File: src/rtl/cache_line_scheduler.sv
// cache_line_scheduler
//   Replacement controller for a bank of LINES hybrid cache lines. When the
//   cache front end reports a miss, the scheduler either acknowledges at once
//   (the region is already resident in some line) or picks the ready line with
//   the lowest TTL as victim. It then issues flush+fill (dirty victim) or fill
//   only (clean victim), waits for the line to go busy and then idle again,
//   and finally pulses miss_ack.
//
// Ports
//   clk, reset_n   clock and synchronous active-low reset
//   miss_req       front end asks for miss_addr to be made resident (held until miss_ack)
//   miss_addr      address that missed
//   miss_ack       one-cycle pulse: region is resident in line miss_line
//   miss_line      index of the line holding the region (valid with miss_ack)
//   busy           high whenever the controller is not idle
//   timeout_err    sticky: a commanded line never dropped ready
//   line_miss      per-line miss flag (0 = line already holds the region)
//   line_dirty     per-line dirty flag
//   line_ready     per-line ready flag
//   line_ttl       packed per-line TTLs, line i at [i*TTLBITS +: TTLBITS]
//   line_flush     one-hot flush command pulse
//   line_fill      one-hot fill command pulse
//   new_region     line-aligned region to fill
//
// All outputs are registered. Each output register is loaded from the value
// that belongs to the *next* state, so outputs line up with the state they
// describe (e.g. line_fill is high exactly while the FSM sits in ISSUE).

module cache_line_scheduler #(
    parameter int LINES    = 4,
    parameter int IDXBITS  = 2,
    parameter int ADDRBITS = 32,
    parameter int LSBBITS  = 7,
    parameter int TTLBITS  = 8,
    parameter int TIMEOUT  = 15
) (
    input  logic                     clk,
    input  logic                     reset_n,
    input  logic                     miss_req,
    input  logic [ADDRBITS-1:0]      miss_addr,
    output logic                     miss_ack,
    output logic [IDXBITS-1:0]       miss_line,
    output logic                     busy,
    output logic                     timeout_err,
    input  logic [LINES-1:0]         line_miss,
    input  logic [LINES-1:0]         line_dirty,
    input  logic [LINES-1:0]         line_ready,
    input  logic [LINES*TTLBITS-1:0] line_ttl,
    output logic [LINES-1:0]         line_flush,
    output logic [LINES-1:0]         line_fill,
    output logic [ADDRBITS-1:0]      new_region
);

    localparam int CNTBITS = $clog2(TIMEOUT + 1);

    typedef enum logic [2:0] {
        IDLE,
        SELECT,
        ISSUE,
        WAIT_BUSY,
        WAIT_DONE,
        ACK
    } state_t;

    state_t               state, state_next;
    logic [CNTBITS-1:0]   cnt, cnt_next;
    logic [IDXBITS-1:0]   victim, victim_next;
    // Set for the single IDLE cycle that follows ACK, giving the requester
    // time to drop miss_req before it could start a second transaction.
    logic                 holdoff, holdoff_next;

    logic                 miss_ack_next;
    logic [IDXBITS-1:0]   miss_line_next;
    logic                 timeout_err_next;
    logic [LINES-1:0]     line_flush_next;
    logic [LINES-1:0]     line_fill_next;
    logic [ADDRBITS-1:0]  new_region_next;

    // The offset bits of the missing address never reach the region.
    logic unused_offset;
    assign unused_offset = ^miss_addr[LSBBITS-1:0];

    // ------------------------------------------------------------------
    // Hit detection: lowest index whose line already holds the region.
    // ------------------------------------------------------------------
    logic               hit_found;
    logic [IDXBITS-1:0] hit_idx;

    always_comb begin
        hit_found = 1'b0;
        hit_idx   = '0;
        for (int i = 0; i < LINES; i++) begin
            if (!line_miss[i] && !hit_found) begin
                hit_found = 1'b1;
                hit_idx   = IDXBITS'(i);
            end
        end
    end

    // ------------------------------------------------------------------
    // Victim selection: minimum unsigned TTL among ready lines. The strict
    // '<' keeps the earlier (lower) index on ties.
    // ------------------------------------------------------------------
    logic               sel_found;
    logic [IDXBITS-1:0] sel_idx;
    logic [TTLBITS-1:0] sel_ttl;
    logic [LINES-1:0]   sel_onehot;

    always_comb begin
        sel_found = 1'b0;
        sel_idx   = '0;
        sel_ttl   = '0;
        for (int i = 0; i < LINES; i++) begin
            if (line_ready[i] &&
                (!sel_found || (line_ttl[i*TTLBITS +: TTLBITS] < sel_ttl))) begin
                sel_found = 1'b1;
                sel_idx   = IDXBITS'(i);
                sel_ttl   = line_ttl[i*TTLBITS +: TTLBITS];
            end
        end
        sel_onehot = LINES'(1) << sel_idx;
    end

    // ------------------------------------------------------------------
    // Next-state and next-output logic.
    // ------------------------------------------------------------------
    always_comb begin
        // NOTE: every signal driven here gets a default first, so no path
        // through the case statement can leave one unassigned (no latches).
        state_next       = state;
        cnt_next         = cnt;
        victim_next      = victim;
        holdoff_next     = 1'b0;
        miss_ack_next    = 1'b0;
        miss_line_next   = miss_line;
        timeout_err_next = timeout_err;
        line_flush_next  = '0;
        line_fill_next   = '0;
        new_region_next  = new_region;

        unique case (state)
            IDLE: begin
                if (miss_req && !holdoff) begin
                    if (hit_found) begin
                        state_next     = ACK;
                        miss_ack_next  = 1'b1;
                        miss_line_next = hit_idx;
                    end else begin
                        state_next      = SELECT;
                        new_region_next = {miss_addr[ADDRBITS-1:LSBBITS], {LSBBITS{1'b0}}};
                    end
                end
            end

            SELECT: begin
                // With no ready line we simply retry the selection next cycle.
                if (sel_found) begin
                    state_next      = ISSUE;
                    victim_next     = sel_idx;
                    line_fill_next  = sel_onehot;
                    line_flush_next = line_dirty[sel_idx] ? sel_onehot : '0;
                end
            end

            ISSUE: begin
                state_next = WAIT_BUSY;
                cnt_next   = '0;
            end

            WAIT_BUSY: begin
                if (!line_ready[victim]) begin
                    state_next = WAIT_DONE;
                end else if (cnt == CNTBITS'(TIMEOUT)) begin
                    state_next       = IDLE;
                    timeout_err_next = 1'b1;
                end else begin
                    cnt_next = cnt + CNTBITS'(1);
                end
            end

            WAIT_DONE: begin
                // Fill time depends on memory pauses, so there is no bound here.
                if (line_ready[victim]) begin
                    state_next     = ACK;
                    miss_ack_next  = 1'b1;
                    miss_line_next = victim;
                end
            end

            ACK: begin
                state_next   = IDLE;
                holdoff_next = 1'b1;
            end

            default: begin
                state_next = IDLE;
            end
        endcase
    end

    // ------------------------------------------------------------------
    // State and output registers.
    // ------------------------------------------------------------------
    always_ff @(posedge clk) begin
        // NOTE: sequential state uses non-blocking assignments so every
        // register samples pre-edge values regardless of statement order.
        if (!reset_n) begin
            state       <= IDLE;
            cnt         <= '0;
            victim      <= '0;
            holdoff     <= 1'b0;
            miss_ack    <= 1'b0;
            miss_line   <= '0;
            busy        <= 1'b0;
            timeout_err <= 1'b0;
            line_flush  <= '0;
            line_fill   <= '0;
            new_region  <= '0;
        end else begin
            state       <= state_next;
            cnt         <= cnt_next;
            victim      <= victim_next;
            holdoff     <= holdoff_next;
            miss_ack    <= miss_ack_next;
            miss_line   <= miss_line_next;
            busy        <= (state_next != IDLE);
            timeout_err <= timeout_err_next;
            line_flush  <= line_flush_next;
            line_fill   <= line_fill_next;
            new_region  <= new_region_next;
        end
    end

endmodule

File: config.mk
export PLATFORM = sky130hd
export DESIGN_NAME = cache_line_scheduler
export DESIGN_NICKNAME = d
export VERILOG_FILES = /design/src/rtl/cache_line_scheduler.sv
export SDC_FILE = /design/constraint.sdc
export NUM_CORES = 1
export LEC_CHECK = 0
export CAP_MARGIN = 20
export CORE_MARGIN = 4
export CORE_UTILIZATION = 45
export CTS_CLUSTER_DIAMETER = 30
export DETAILED_ROUTE_END_ITERATION = 7
export GPL_ROUTABILITY_DRIVEN = 0
export MAX_ROUTING_LAYER = met4
export PLACE_DENSITY = 0.87
export REMOVE_ABC_BUFFERS = 1
export SLEW_MARGIN = 20
export SYNTH_ARGS = -nofsm -noshare
export SYNTH_HDL_FRONTEND = slang
export SYNTH_SLANG_ARGS = --single-unit
export TNS_END_PERCENT = 10
File: constraint.sdc
create_clock -name clk -period 10.4 [get_ports clk]
set_clock_uncertainty 0.05 [all_clocks]
set_input_delay 2.08 -clock clk [delete_from_list [all_inputs] [get_ports clk]]
set_output_delay 2.08 -clock clk [all_outputs]
set_load 0.02 [all_outputs]
# Yosys cells after proc, flatten, opt, wreduce, memory -nomap -nowiden
# Cells that the tools add are included.
# word_totals
regBits,48
latch_bits,0
ramBits,0
rom_bits,0
word_cells,100
memories,0
# classes
n_addsub,1
n_mul,0
div_mod_pow,0
n_lt_le_gt_ge,5
eq_ne,11
shift,1
n_mux,40
n_bitwise,1
n_reduce_logical,30
# ops
operator,count
$lt 8x8->1,3
$mux 8,3
$mux 3,6
$mux 1,16
$pmux 3 s5,1
$mux 2,7
$reduce_and 3->1,4
$ne 2x2->1 const B,5
$logic_not 1->1,9
$mux 4,2
$pmux 4 s2,1
$reduce_and 4->1,2
$logic_and 1x1->1,7
$eq 3x2->1 const B,2
$eq 3x3->1 const B,2
$lt 2x3->1 const B,2
$add 4x1->4 const B,1
$bmux 1 s2,2
$eq 4x4->1 const B,1
$pmux 2 s2,1
$reduce_bool 2->1,2
$shl 1x2->4 const A,1
$eq 3x1->1 const B,1
$logic_not 3->1,1
5 further kinds,7

# Logic depth before layout (Yosys ltp)
# logic_depth
depth_word,16
ltp_mapped,26
mapped_depth_nobuf,23

# Worst setup path after synthesis
# Ideal clock, no wire load.
# synth_path
path_kind,input -> register
startpoint,input port line_ready[0]
endpoint,register line_flush[3]
arrival_ps,6945
setup_slack_ps,3325
path_stages,26
path_cell_list,buf_4 clkbuf_1 nand2_1 ha_1 and4_1 and2_1 a221oi_2 buf_2 a21oi_1 ha_1 a211o_1 a21oi_1 nor2b_1 o21ai_0 a21oi_1 buf_4 inv_1 o21ai_0 ha_1 a21o_1 a21oi_1 o21ai_0 a211oi_1 o211ai_2 and2_4 nor3b_1
# synth_between
elab_chain_cells,16
elab_cells_between_ends,26
classes_between,order compare (3); shift (1); mux (12); reduce/logical (10)
# synth_lines
element,line,text
start: declaration,47,"input logic [LINES-1:0] line_ready,"
$mux 8 / $mux 1 (equally long branches),114,if (line_ready[i] &&
$lt 8x8->1 / $logic_not 1->1 (equally long branches),115,(!sel_found || (line_ttl[i*TTLBITS +: TTLBITS] < sel_ttl))) begin
$logic_or 1x1->1,115,
$logic_and 1x1->1,114,
$mux 8 / $mux 1 (equally long branches),114,
$lt 8x8->1 / $logic_not 1->1 (equally long branches),115,
$logic_or 1x1->1,115,
$logic_and 1x1->1,114,
$mux 8 / $mux 1 (equally long branches),114,
$lt 8x8->1 / $logic_not 1->1 (equally long branches),115,
$logic_or 1x1->1,115,
$logic_and 1x1->1,114,
$mux 2,114,
$bmux 1 s2,161,line_flush_next = line_dirty[sel_idx] ? sel_onehot : '0;
$mux 1 (not written as such),161,
$reduce_and 4->1 (no source line),-,
end signal: assignment,228,line_flush <= line_flush_next;
end: declaration,49,"output logic [LINES-1:0] line_flush,"
# Parallel ways exist; a longest one is shown, timed or not. The select of a mux whose other input is x is not followed.
# A chain may end at the register's enable or synchronous reset.

# Worst setup path in the final report
# Same ends and word-level chain as after synthesis.

==> metrics.csv <==
stage;metric;value;unit
final_layout;antenna_cells;0;
placement;port_buffers;109;
final_layout;finalInstanceArea;3890;um^2
worst_setup_path;crit_required;10.57;ns
detailed_routing;drc;0;
clock_network;holdBufCountCts;0;
timing;slew_headroom;32.8;%
synthesis;synth-edff-count;0;
timing;slew_violations;0;
run;drv_cap;0;
worst_setup_path;crit_arrival;7.97;ns
detailed_routing;first_pass_iters;4;
power;switching_share;29.2;%
detailed_routing;wl_met2;3520;um
clock_network;root_buffer;clkbuf_8;
power;p_sw;129;uW
detailed_routing;ant_nets;0;
synthesis;synth_seq_cells;48;
detailed_routing;routedWlPerCell;13.9;um
global_routing;antenna_found_initial;0;
synthesis;synthArstFlopShare;0;%
timing;setup_viol;0;
synthesis;synth_top_area_share;35.7;%
global_routing;first_global_vias;2759;
detailed_routing;totalWireLength;7150;um
clock_network;clock_sinks;48;
timing;min_period;7.80;ns
worst_setup_path;crit_fanout;19;
worst_setup_path;worstSetupStartpointType;input port;
final_layout;final_core_util;68.9;%
floorplanning;initial_core_util;47.7;%
power;vdd_drop_max;0.0000837;V
detailed_routing;highest-signal-layer;met4;
floorplanning;ios;124;
detailed_routing;drtIter0Drc;150;
synthesis;synthTopCellsByArea;dfxtp_1 (36%), ha_1 (10%), nand2_1 (10%), a21oi_1 (8.6%), nor2_1 (3.5%);
timing;tightest_slew;1.01;ns
synthesis;yosysMostFrequentCell;nand2_1;
timing;rsz0062_at_grt;false;
clock_network;post_cts_resized;0;
clock_network;cts.htree.levels;2;
placement;hpwl;5700;um
detailed_routing;dr_wl_met3;518;um
detailed_routing;m1WireLength;3040;um
synthesis;syn_area_per_cell;7.96;um^2
global_routing;grt_max_degree;33;
floorplanning;die_h;85.3;um
timing;hold_viol;0;
timing;fin_ws;2.60;ns
clock_network;post-cts-setup-buffers;0;
synthesis;synth.largest_area_cell;dfxtp_1;
power;p_per_area;113;nW/um^2
final_layout;drive_gt1_share;4.30;%
clock_network;cts_made_buffers;5;
power;power.leakage;1.46;nW
worst_setup_path;critPathKind;in2reg;
synthesis;ys_top_cells_by_count;nand2_1 (72), dfxtp_1 (48), a21oi_1 (46);
power;p_int;312;uW
power;clkPwrFrac;25.2;%
hold_path;hold_class;reg2reg;
clock_network;clock_latency;0.29;ns
timing;fmax;128;MHz
floorplanning;dieArea;7280;um^2
floorplanning;die_width;85.3;um
final_layout;area_delta_synth_final;44.5;%
floorplanning;core_area;5640;um^2
global_routing;grt_pass1_wl;11900;um
detailed_routing;vias;2711;
timing;tns;0;ns
global_routing;grtUsageTotal;20.1;%
placement;placed_area;3790;um^2
synthesis;syn_inst;338;
placement;place_ws;2.34;ns
worst_setup_path;end_kind;flop;
timing;whs;0.405;ns
clock_network;cts_tree;yes;
floorplanning;num_rows;27;
synthesis;syn_area;2690;um^2
clock_network;clkTransAtPathRegs;0.08;ns
clock_network;cts_buffer_depth;2;
synthesis;yosysUniqueCellTypes;49;
timing;min_period_over_period;75.0;%
final_layout;nets;542;
global_routing;gr-total-overflow;0;
detailed_routing;via_per_inst;5.27;
outcome;run_status;finished clean;
synthesis;ys.flop_type;dfxtp_1;
synthesis;yosysSeqAreaShare;35.7;%
synthesis;ys_warn_count;0;
power;pwr-share-comb;29.9;%
power;p_seq_share;45.0;%
layout by cell type, fill, tap and decap left out, types with 3 or more instances in the layout:
| cell type | n |
|---|---|
| clkdlybuf4s50_1 | 109 |
| nand2_1 | 72 |
| dfxtp_1 | 48 |
| a21oi_1 | 46 |
| nor2_1 | 25 |
| ha_1 | 22 |
| o21ai_0 | 13 |
| nand2b_1 | 13 |
| nand3_1 | 7 |
| conb_1 | 7 |
| inv_1 | 6 |
| clkbuf_8 | 6 |
| and3_1 | 5 |
| a211oi_1 | 5 |
| nor3_1 | 4 |
| nand4_1 | 3 |
| nor2b_1 | 3 |
| a21o_1 | 3 |
| a31oi_1 | 3 |
worst max-delay path, cell delays in order:
cell	delay, ns
clkdlybuf4s50_1	0.85
nand2_1	0.17
ha_1	0.35
a21oi_1	0.14
o21ai_0	0.23
a221oi_2	0.33
buf_4	0.26
nor2_1	0.06
a21oi_1	0.18
ha_1	0.28
a211o_1	0.29
a21oi_1	0.18
nor2b_1	0.20
o21ai_0	0.11
a21oi_1	0.13
buf_4	0.19
inv_1	0.15
o21ai_0	0.23
ha_1	0.28
a21o_1	0.16
a21oi_1	0.17
o21ai_0	0.11
a211oi_1	0.29
o211ai_2	0.17
and2_4	0.19
nor3b_1	0.17
metrics by stage:
stage          std cells  total power [mW]
2_1_floorplan        323             0.274
3_3_place_gp         506             0.328
3_5_place_dp         506             0.333
4_1_cts              514             0.443
5_1_grt              514             0.467
6_report             514             0.441
worst paths after layout:
kind | start | end | depth (start not counted) | slack (ns)
worst max register to register | state[1] | new_region[26] | 4 | 8.29
worst max-delay path | line_ready[0] | line_flush[3] | 26 | 2.60
worst min register to register | new_region[12] | new_region[12] | 2 | 0.41
worst min-delay path | new_region[12] | new_region[12] | 2 | 0.41
sequential cells by signal, summed over array words and instances (netlist names):
signal and count:
busy 1, cnt 4, holdoff 1, line_fill 4, line_flush 4, miss_ack 1, miss_line 2, new_region 25
state 3, timeout_err 1, victim 2
cell type report:
type	instances	area, um^2
Fill cell	464	1750
Tap cell	72	90.1
Clock buffer	7	86.3
Sequential cell	48	961
Timing Repair Buffer	111	1110
Clock inverter	1	7.51
Inverter	6	22.5
Multi-Input combinational cell	269	1610
power groups by stage:
| stage | Clock [mW] | Sequential, mW | Combinational (mW) |
|---|---|---|---|
| 6_report | 0.111 | 0.198 | 0.132 |
| 5_1_grt | 0.122 | 0.199 | 0.146 |
| 4_1_cts | 0.114 | 0.198 | 0.132 |
| 3_5_place_dp | 0 | 0.203 | 0.131 |
| 3_3_place_gp | 0 | 0.202 | 0.126 |
| 2_1_floorplan | 0 | 0.208 | 0.0665 |
routing by layer:
metal / up-vias / global-route usage, %
li1: 1385 / -
met1: 1216 / 22.7
met2: 102 / 34.9
met3: 8 / 4.85
met4: 0 / 6.04
met5: - / -
cells by family after synthesis:
kind of cell	count (synthesis)	synth area share [%]
AND/OR/NAND/NOR	143	25.4
AO/OA/AOI/OAI	94	21.9
multiplexers	1	0.837
buffers and inverters	27	5.12
XOR/XNOR	2	0.651
flip-flops	48	35.7
adder cells (fa/ha/maj)	22	10.2
other	1	0.139
(Power assumes the default switching activity.)
